### src/rtl/datapath_pipe_if.sv
// datapath_pipe_if: control, memory bus and status bundle of the pipelined datapath
interface datapath_pipe_if #(
    parameter int W    = 8,
    parameter int NREG = 8
);
    localparam int AW = $clog2(NREG);
    logic                CW_VALID;
    logic [3*AW+6:0]     ControlWord;
    logic [W-1:0]        ConstantIn;
    logic [W-1:0]        DataIn;
    logic [W-1:0]        AddressOut;
    logic [W-1:0]        DataOut;
    logic                ADDR_VALID;
    logic                WB_VALID;
    logic [3:0]          Status;
    logic [NREG*W-1:0]   RegFlat;
    modport master (
        output CW_VALID, ControlWord, ConstantIn, DataIn,
        input  AddressOut, DataOut, ADDR_VALID, WB_VALID, Status, RegFlat
    );
    modport slave (
        input  CW_VALID, ControlWord, ConstantIn, DataIn,
        output AddressOut, DataOut, ADDR_VALID, WB_VALID, Status, RegFlat
    );
endinterface

### src/rtl/datapath_pipe.sv
// datapath_pipe: two-stage register-file/ALU datapath with forwarding and V/C/N/Z status
module datapath_pipe #(
    parameter int W    = 8,
    parameter int NREG = 8
) (
    input logic             CLK,
    input logic             RST,
    datapath_pipe_if.slave  bus
);
    localparam int AW = $clog2(NREG);
    logic [AW-1:0] da, aa, ba;
    logic          mb;
    assign {da, aa, ba, mb} = bus.ControlWord[3*AW+6:6];
    logic          v1_q, v1_d, md_q, md_d, rw_q, rw_d, wb_q, wb_d;
    logic [W-1:0]  a_q, a_d, b_q, b_d;
    logic [AW-1:0] da_q, da_d;
    logic [3:0]    fs_q, fs_d, st_q, st_d;
    logic [W-1:0]  r_q [NREG];
    logic [W-1:0]  r_d [NREG];
    logic [W-1:0]  y, f, d;
    logic [W:0]    sum;
    logic          arith, c, v, we;
    // Codes 0001..0110 share one adder: A + y + cin, y picked from FS[2:1]
    always_comb begin
        arith = ~fs_q[3] && fs_q[2:0] != 3'd0 && fs_q[2:0] != 3'd7;
        y     = fs_q[2:1] == 2'b01 ? b_q : fs_q[2:1] == 2'b10 ? ~b_q : fs_q[2:1] == 2'b11 ? '1 : '0;
        sum   = {1'b0, a_q} + {1'b0, y} + (W+1)'(fs_q[0]);
        case (fs_q)
            4'b0000, 4'b0111: f = a_q;
            4'b1000:          f = a_q & b_q;
            4'b1001:          f = a_q | b_q;
            4'b1010:          f = a_q ^ b_q;
            4'b1011:          f = ~a_q;
            4'b1100:          f = b_q;
            4'b1101:          f = b_q >> 1;
            4'b1110:          f = b_q << 1;
            4'b1111:          f = '0;
            default:          f = sum[W-1:0];
        endcase
        c  = arith ? sum[W] : fs_q == 4'b1101 ? b_q[0] : fs_q == 4'b1110 ? b_q[W-1] : 1'b0;
        v  = arith && (a_q[W-1] == y[W-1]) && (f[W-1] != a_q[W-1]);
        d  = md_q ? bus.DataIn : f;
        we = v1_q & rw_q;
    end
    always_comb begin
        v1_d = bus.CW_VALID;
        a_d  = bus.CW_VALID ? (we && da_q == aa ? d : r_q[aa]) : a_q;
        b_d  = bus.CW_VALID ? (mb ? bus.ConstantIn : (we && da_q == ba ? d : r_q[ba])) : b_q;
        da_d = bus.CW_VALID ? da : da_q;
        fs_d = bus.CW_VALID ? bus.ControlWord[5:2] : fs_q;
        md_d = bus.CW_VALID ? bus.ControlWord[1] : md_q;
        rw_d = bus.CW_VALID ? bus.ControlWord[0] : rw_q;
        st_d = v1_q && !md_q ? {v, c, f[W-1], f == '0} : st_q;
        wb_d = we;
        r_d  = r_q;
        if (we) r_d[da_q] = d;
    end
    always_ff @(posedge CLK) begin
        if (RST) begin
            v1_q <= 1'b0;
            a_q  <= '0;
            b_q  <= '0;
            da_q <= '0;
            fs_q <= '0;
            md_q <= 1'b0;
            rw_q <= 1'b0;
            st_q <= '0;
            wb_q <= 1'b0;
            r_q  <= '{default: '0};
        end else begin
            v1_q <= v1_d;
            a_q  <= a_d;
            b_q  <= b_d;
            da_q <= da_d;
            fs_q <= fs_d;
            md_q <= md_d;
            rw_q <= rw_d;
            st_q <= st_d;
            wb_q <= wb_d;
            r_q  <= r_d;
        end
    end
    assign bus.AddressOut = a_q;
    assign bus.DataOut    = b_q;
    assign bus.ADDR_VALID = v1_q;
    assign bus.WB_VALID   = wb_q;
    assign bus.Status     = st_q;
    for (genvar i = 0; i < NREG; i++) begin : g_flat
        assign bus.RegFlat[i*W +: W] = r_q[i];
    end
endmodule

### src/flat_wrapper.sv
// flat-port wrapper written by rule: the top's interface ports become plain ports
module datapath_pipe_flat 
#(
    parameter int W    = 8,
    parameter int NREG = 8
)
  (CLK, RST, bus_CW_VALID, bus_ControlWord, bus_ConstantIn, bus_DataIn, bus_AddressOut, bus_DataOut, bus_ADDR_VALID, bus_WB_VALID, bus_Status, bus_RegFlat);
  datapath_pipe_if #(.W(W), .NREG(NREG)) bus_i ();
  input logic CLK;
  input logic RST;
  input wire logic [$bits(bus_i.CW_VALID)-1:0] bus_CW_VALID;
  input wire logic [$bits(bus_i.ControlWord)-1:0] bus_ControlWord;
  input wire logic [$bits(bus_i.ConstantIn)-1:0] bus_ConstantIn;
  input wire logic [$bits(bus_i.DataIn)-1:0] bus_DataIn;
  output wire logic [$bits(bus_i.AddressOut)-1:0] bus_AddressOut;
  output wire logic [$bits(bus_i.DataOut)-1:0] bus_DataOut;
  output wire logic [$bits(bus_i.ADDR_VALID)-1:0] bus_ADDR_VALID;
  output wire logic [$bits(bus_i.WB_VALID)-1:0] bus_WB_VALID;
  output wire logic [$bits(bus_i.Status)-1:0] bus_Status;
  output wire logic [$bits(bus_i.RegFlat)-1:0] bus_RegFlat;
  assign bus_i.CW_VALID = bus_CW_VALID;
  assign bus_i.ControlWord = bus_ControlWord;
  assign bus_i.ConstantIn = bus_ConstantIn;
  assign bus_i.DataIn = bus_DataIn;
  assign bus_AddressOut = bus_i.AddressOut;
  assign bus_DataOut = bus_i.DataOut;
  assign bus_ADDR_VALID = bus_i.ADDR_VALID;
  assign bus_WB_VALID = bus_i.WB_VALID;
  assign bus_Status = bus_i.Status;
  assign bus_RegFlat = bus_i.RegFlat;
  datapath_pipe #(.W(W), .NREG(NREG)) u_core (.CLK(CLK), .RST(RST), .bus(bus_i));
endmodule
### config.mk
export PLATFORM = sky130hd
export DESIGN_NAME = datapath_pipe_flat
export DESIGN_NICKNAME = d
export VERILOG_FILES = /design/src/rtl/datapath_pipe_if.sv /design/src/rtl/datapath_pipe.sv /design/src/flat_wrapper.sv
export SDC_FILE = /design/constraint.sdc
export NUM_CORES = 1
export LEC_CHECK = 0
export CORE_UTILIZATION = 53
export DETAILED_ROUTE_END_ITERATION = 16
export GPL_ROUTABILITY_DRIVEN = 0
export PLACE_DENSITY = 0.93
export SLEW_MARGIN = 5
export SYNTH_ARGS = -nofsm -noshare
export SYNTH_HDL_FRONTEND = slang
export SYNTH_SLANG_ARGS = --single-unit
### constraint.sdc
create_clock -name CLK -period 4.3 [get_ports CLK]
set_clock_uncertainty 0.2 [all_clocks]
set_input_delay 1.075 -clock CLK [delete_from_list [all_inputs] [get_ports CLK]]
set_output_delay 1.075 -clock CLK [all_outputs]
set_load 0.02 [all_outputs]
==> flow_metrics.py, run 1 <==
metrics = {
    "status": {
        "status": "complete, no violations",
    },
    "timing": {
        "rsz0062_at_grt": "no",
        "tns_ps": 0,
        "post-route-min-period_ps": 3770,
        "setup-violations-final": 0,
        "max_freq_ghz": 0.265,
        "fin_crit_sh_pct": 87.6,
        "worst_slack_ps": 533,
        "slew_headroom_pct": 27.3,
        "worst_slew_pin_slew_ps": 1090,
        "final-hold-violation-count": 0,
        "slew_violations": 0,
    },
    "power": {
        "p_int_mw": 1.46,
        "swShare_pct": 28.6,
        "power_leakage_nw": 2.70,
        "power.density_nw_per_um2": 267,
        "seqPwrFrac_pct": 45.2,
        "p_total_mw": 2.05,
        "combPwrFrac_pct": 16.9,
        "p_clk_share_pct": 37.9,
        "power_switching_mw": 0.585,
        "ir_worst_vdd_mv": 0.233,
    },
    "placed_design": {
        "io_buffers": 120,
        "dp_hpwl_um": 14100,
        "dp_cells": 900,
        "place_worst_setup_slack_ps": 631,
    },
    "critical_path": {
        "reg2reg_from": "u_core.fs_q[1]$_SDFFE_PP0P_",
        "crit_end": "u_core.bus.AddressOut[6]$_SDFFE_PP0P_",
        "r2r_cells": 10,
        "cp-end-kind": "flop",
        "cp-startpoint": "u_core.fs_q[1]$_SDFFE_PP0P_",
        "cp_max_fo": 16,
        "crit_arrival_ps": 3770,
        "cp-start-kind": "flop",
        "reg2reg_to": "u_core.bus.AddressOut[6]$_SDFFE_PP0P_",
        "required_ps": 4300,
        "path_class": "reg -> reg",
        "r2r_slack_ps": 530,
    },
    "synth": {
        "synth_edf_count": 0,
        "synth.top_cell.area_share_pct": 31.0,
        "synth.area.top_cells": "dfxtp_1 (31%), mux4_2 (12%), mux2i_1 (9.0%)",
        "syn-num-nets": 736,
        "synth_warnings": 0,
        "ys.flop_type": "dfxtp_1",
        "syn_area_um2": 6130,
        "ys_types": 73,
        "syn_inst": 676,
        "post-synth-top-area-cell": "dfxtp_1",
        "ys_async_sr_fraction_pct": 0,
        "synth_seq_cells": 95,
        "syn_area_per_cell_um2": 9.06,
        "yosysSeqAreaShare_pct": 31.0,
    },
    "cts": {
        "path_clk_slew_ps": 70,
        "cts_root_buf": "clkbuf_16",
        "postCtsSetupBuffers": 0,
        "clock-sinks": 95,
        "clock_latency_ps": 340,
        "holdBufCountCts": 0,
        "cts_tree": "built",
        "cts_made_buffers": 9,
        "cts.path.max_buffers": 2,
        "cts_resized": 0,
        "h-tree-depth": 3,
    },
    "global_routing": {
        "grt_start_max_net_pins": 50,
        "grt_pass1_vias": 5892,
        "grt_pass1_wl_um": 30800,
        "antenna_found_initial": 0,
        "grt-ovfl-total": 0,
        "grt_usage_pct": 33.6,
    },
    "routing": {
        "drt-pass1-iter-count": 6,
        "route.detailed.drc": 0,
        "vias": 6214,
        "first_iter_violations": 698,
        "vias_per_cell": 6.78,
        "wl_per_cell_um": 21.5,
        "ant_nets": 0,
        "routed_wl_um": 19700,
    },
    "job": {
        "drv_cap": 0,
    },
    "cells_and_area": {
        "finalNonFillerCells": 916,
        "fin_util_pct": 69.5,
        "mostFrequentLayoutCells": "clkdlybuf4s50_1 (119), dfxtp_1 (95), nor2_1 (93), mux2i_1 (55), a211oi_1 (52)",
        "drive_gt1_share_pct": 10.6,
        "layout_commonest_cell": "clkdlybuf4s50_1",
        "syn2layout_area_growth_pct": 25.2,
        "finish.net_count": 831,
        "antenna_cells": 0,
        "nFillCells": 810,
    },
    "floorplanning": {
        "rows": 38,
        "fp.dieW_um": 110,
        "initial_core_util_pct": 55.5,
        "die_h_um": 110,
        "die-area_um2": 12000,
        "ios": 121,
        "core_region_area_um2": 11000,
    },
    "hold_path": {
        "min_from": "u_core.bus.Status[3]$_SDFFE_PP0P_",
        "hold_path.class": "reg -> reg",
    },
}
area by class of cell:
type / count / area [um^2] / area share, %
Tap cell: 140 / 175 / 2.28
Inverter: 29 / 109 / 1.42
Multi-Input combinational cell: 498 / 3860 / 50.4
Sequential cell: 95 / 1900 / 24.8
Timing Repair Buffer: 138 / 1330 / 17.4
Clock buffer: 11 / 253 / 3.30
Clock inverter: 5 / 37.5 / 0.489
synthesized netlist by cell type, types with 3 or more instances:
cell type / count
o22ai_1: 5
nor2_1: 93
buf_1: 4
a211o_1: 4
nand3_1: 11
clkbuf_1: 34
ha_1: 23
o21ai_0: 27
buf_2: 10
a211oi_1: 52
a31oi_1: 5
xor2_1: 7
inv_1: 26
nand2b_1: 8
buf_6: 4
a21oi_1: 33
o31ai_1: 5
nor3_1: 11
nor2b_1: 12
dfxtp_1: 95
a22oi_1: 3
or4_1: 4
nand3b_1: 3
nand2_1: 41
nor4_1: 4
mux2i_1: 55
mux4_2: 33
logic make-up (layout without fill, tap and decap cells):
kind of cell,Yosys count,after routing,synth area share (%)
AND/OR/NAND/NOR,203,203,15.3
AO/OA/AOI/OAI,170,170,19.4
flip-flops,95,95,31.0
multiplexers,91,91,21.8
buffers and inverters,83,183,5.90
adder cells (fa/ha/maj),25,25,5.35
XOR/XNOR,9,9,1.29
metrics by stage:
| step | area, um^2 | hold WS, ps |
|---|---|---|
| detailed placement | 7380 | 253 |
| global placement | 7380 | 255 |
| finish | 7670 | 265 |
| CTS | 7670 | 266 |
| floorplan | 6130 | 283 |
| global route | 7670 | 282 |
power by group through the flow:
stage / sequential, mW / clock (mW) / combinational, mW
4_1_cts: 0.924 / 0.780 / 0.338
3_3_place_gp: 0.943 / 0 / 0.324
3_5_place_dp: 0.944 / 0 / 0.335
5_1_grt: 0.928 / 0.815 / 0.368
2_1_floorplan: 0.939 / 0 / 0.220
6_report: 0.926 / 0.776 / 0.346
how the worst min path moves through the flow:
stage | endpoint | slack (ps) | depth (start not counted)
CTS | u_core.bus.Status[3]$_SDFFE_PP0P_ | 270 | 2
floorplan | u_core.rw_q$_SDFFE_PP0P_ | 280 | 2
detailed placement | u_core.bus.Status[3]$_SDFFE_PP0P_ | 250 | 2
global route | u_core.bus.Status[3]$_SDFFE_PP0P_ | 280 | 2
global placement | u_core.bus.Status[3]$_SDFFE_PP0P_ | 260 | 2
finish | u_core.bus.Status[3]$_SDFFE_PP0P_ | 270 | 2
layer usage:
metal  track usage, %  vias to the layer above  part of all wire [%]
li1                 -                     2692                     -
met1             42.9                     2891                    37
met2             54.2                      542                    46
met3             6.34                       89                    12
met4             17.5                        0                   4.5
met5                0                        -                     0
state kept, by name, indices dropped and copies added, names as in the netlist:
| register | count |
|---|---|
| u_core.bus.ADDR_VALID | 1 |
| u_core.bus.AddressOut | 8 |
| u_core.bus.DataOut | 8 |
| u_core.bus.RegFlat | 64 |
| u_core.bus.Status | 4 |
| u_core.bus.WB_VALID | 1 |
| u_core.da_q | 3 |
| u_core.fs_q | 4 |
| u_core.md_q | 1 |
| u_core.rw_q | 1 |
critical path, stage by stage, from the launching register on:
cell      delay, ps
dfxtp_1         660
mux2i_1         200
fa_1            470
fa_1            460
nand2b_1        180
a21oi_1         240
o21ai_0         190
a211oi_1        250
nand3b_1        170
o21a_1          410
o221ai_1        200
(Power assumes the default switching activity.)
==> run 2, diff against run 1 <==
MAX_ROUTING_LAYER = met4   (was unset)
==> run 2 against run 1 <==
Effect of this change:
- cell count unchanged
- design area unchanged
- clock power about the same
- setup slack better by 22 ps
- power about the same
- via count down 0.69%
- global-route usage up 0.99 points
- sequential share of layout area unchanged
- register-to-register slack better by 20 ps
- clock-buffer cell count unchanged
- core utilization unchanged
- fmax up 0.58%
==> flow_metrics.py, run 2 (synthesized netlist as in run 1, its figures left out) <==
metrics = {
    "status": {
        "status": "complete, no violations",
    },
    "critical_path": {
        "cp-end-kind": "flop",
        "cp-start-kind": "flop",
        "cp_max_fo": 16,
        "path_class": "reg -> reg",
        "crit_arrival_ps": 3750,
        "required_ps": 4300,
    },
    "power": {
        "swShare_pct": 28.5,
        "power.density_nw_per_um2": 267,
        "combPwrFrac_pct": 16.9,
        "p_int_mw": 1.46,
        "p_clk_share_pct": 37.8,
        "seqPwrFrac_pct": 45.3,
        "ir_worst_vdd_mv": 0.234,
        "power_switching_mw": 0.584,
        "power_leakage_nw": 2.70,
    },
    "global_routing": {
        "grt_pass1_wl_um": 30800,
        "antenna_found_initial": 0,
        "grt_usage_pct": 34.6,
        "grt_start_max_net_pins": 50,
        "grt-ovfl-total": 0,
        "grt_pass1_vias": 5877,
    },
    "timing": {
        "worst_slew_pin_slew_ps": 1100,
        "setup-violations-final": 0,
        "max_freq_ghz": 0.267,
        "whs_ps": 265,
        "post-route-min-period_ps": 3750,
        "slew_headroom_pct": 26.6,
        "tns_ps": 0,
        "fin_crit_sh_pct": 87.1,
        "final-hold-violation-count": 0,
        "worst_slack_ps": 555,
        "slew_violations": 0,
        "rsz0062_at_grt": "no",
    },
    "cells_and_area": {
        "syn2layout_area_growth_pct": 25.2,
        "layout_commonest_cell": "clkdlybuf4s50_1",
        "drive_gt1_share_pct": 10.6,
        "multi_input_area_um2": 3860,
        "finalNonFillerCells": 916,
        "finish.net_count": 831,
        "antenna_cells": 0,
        "regArea_um2": 1900,
        "mostFrequentLayoutCells": "clkdlybuf4s50_1 (119), dfxtp_1 (95), nor2_1 (93), mux2i_1 (55), a211oi_1 (52)",
        "largest_reg_flops": 64,
        "nFillCells": 810,
    },
    "routing": {
        "first_iter_violations": 701,
        "met1_length_um": 7370,
        "wl_per_cell_um": 21.5,
        "ant_nets": 0,
        "drt-pass1-iter-count": 6,
        "routed_wl_um": 19700,
        "wl_met3_um": 2290,
        "maxUsedRoutingLayer": "met4",
        "vias_per_cell": 6.74,
        "dr_wl_met2_um": 9220,
        "vias": 6171,
        "route.detailed.drc": 0,
    },
    "floorplanning": {
        "initial_core_util_pct": 55.5,
        "die_h_um": 110,
        "fp.dieW_um": 110,
        "ios": 121,
        "die-area_um2": 12000,
        "core_region_area_um2": 11000,
        "rows": 38,
    },
    "cts": {
        "cts_resized": 0,
        "path_clk_slew_ps": 60,
        "cts_made_buffers": 9,
        "cts.path.max_buffers": 2,
        "h-tree-depth": 3,
        "cts_root_buf": "clkbuf_16",
        "holdBufCountCts": 0,
        "clock-sinks": 95,
        "clock_latency_ps": 340,
        "cts_tree": "built",
        "postCtsSetupBuffers": 0,
    },
    "placed_design": {
        "io_buffers": 120,
        "dp_cells": 900,
        "place_worst_setup_slack_ps": 631,
        "dp_hpwl_um": 14100,
    },
    "hold_path": {
        "hold_path.class": "reg -> reg",
    },
    "job": {
        "drv_cap": 0,
    },
}
run 2: worst max-delay path: stages, from the launching register on:
cell,delay [ps]
dfxtp_1,660
mux2i_1,190
fa_1,470
fa_1,460
nand2b_1,190
a21oi_1,220
o21ai_0,180
a211oi_1,250
nand3b_1,180
o21a_1,420
o221ai_1,200
run 2: layout make-up:
type	instances	area share (%)
Tap cell	140	2.28
Clock buffer	11	3.30
Timing Repair Buffer	138	17.4
Clock inverter	5	0.489
Multi-Input combinational cell	498	50.4
Inverter	29	1.42
Sequential cell	95	24.8
run 2: per-stage QoR:
step / area, um^2 / total power, mW / util (%)
2_1_floorplan: 6130 / 1.16 / -
3_3_place_gp: 7380 / 1.27 / 66.9
3_5_place_dp: 7380 / 1.28 / 66.9
4_1_cts: 7670 / 2.04 / 69.5
5_1_grt: 7670 / 2.11 / 69.5
6_report: 7670 / 2.05 / 69.5
run 2: final timing paths:
path / startpoint / endpoint / slack, ps / depth (start not counted)
setup / recovery: u_core.fs_q[1]$_SDFFE_PP0P_ / u_core.bus.AddressOut[6]$_SDFFE_PP0P_ / 550 / 10
setup reg to reg: u_core.fs_q[1]$_SDFFE_PP0P_ / u_core.bus.AddressOut[6]$_SDFFE_PP0P_ / 550 / 10
hold reg to reg: u_core.bus.Status[3]$_SDFFE_PP0P_ / u_core.bus.Status[3]$_SDFFE_PP0P_ / 270 / 2
hold / removal: u_core.bus.Status[3]$_SDFFE_PP0P_ / u_core.bus.Status[3]$_SDFFE_PP0P_ / 270 / 2
run 2: power groups by stage:
stage | registers [mW] | clock network [mW] | logic [mW]
2_1_floorplan | 0.939 | 0 | 0.220
3_3_place_gp | 0.943 | 0 | 0.324
3_5_place_dp | 0.944 | 0 | 0.335
4_1_cts | 0.924 | 0.780 | 0.338
5_1_grt | 0.928 | 0.815 | 0.368
6_report | 0.927 | 0.775 | 0.346
run 2: per-layer routing:
metal	up-vias	GRT usage, %
li1	2692	-
met1	2896	43.0
met2	487	54.3
met3	96	5.99
met4	0	17.5
met5	-	-
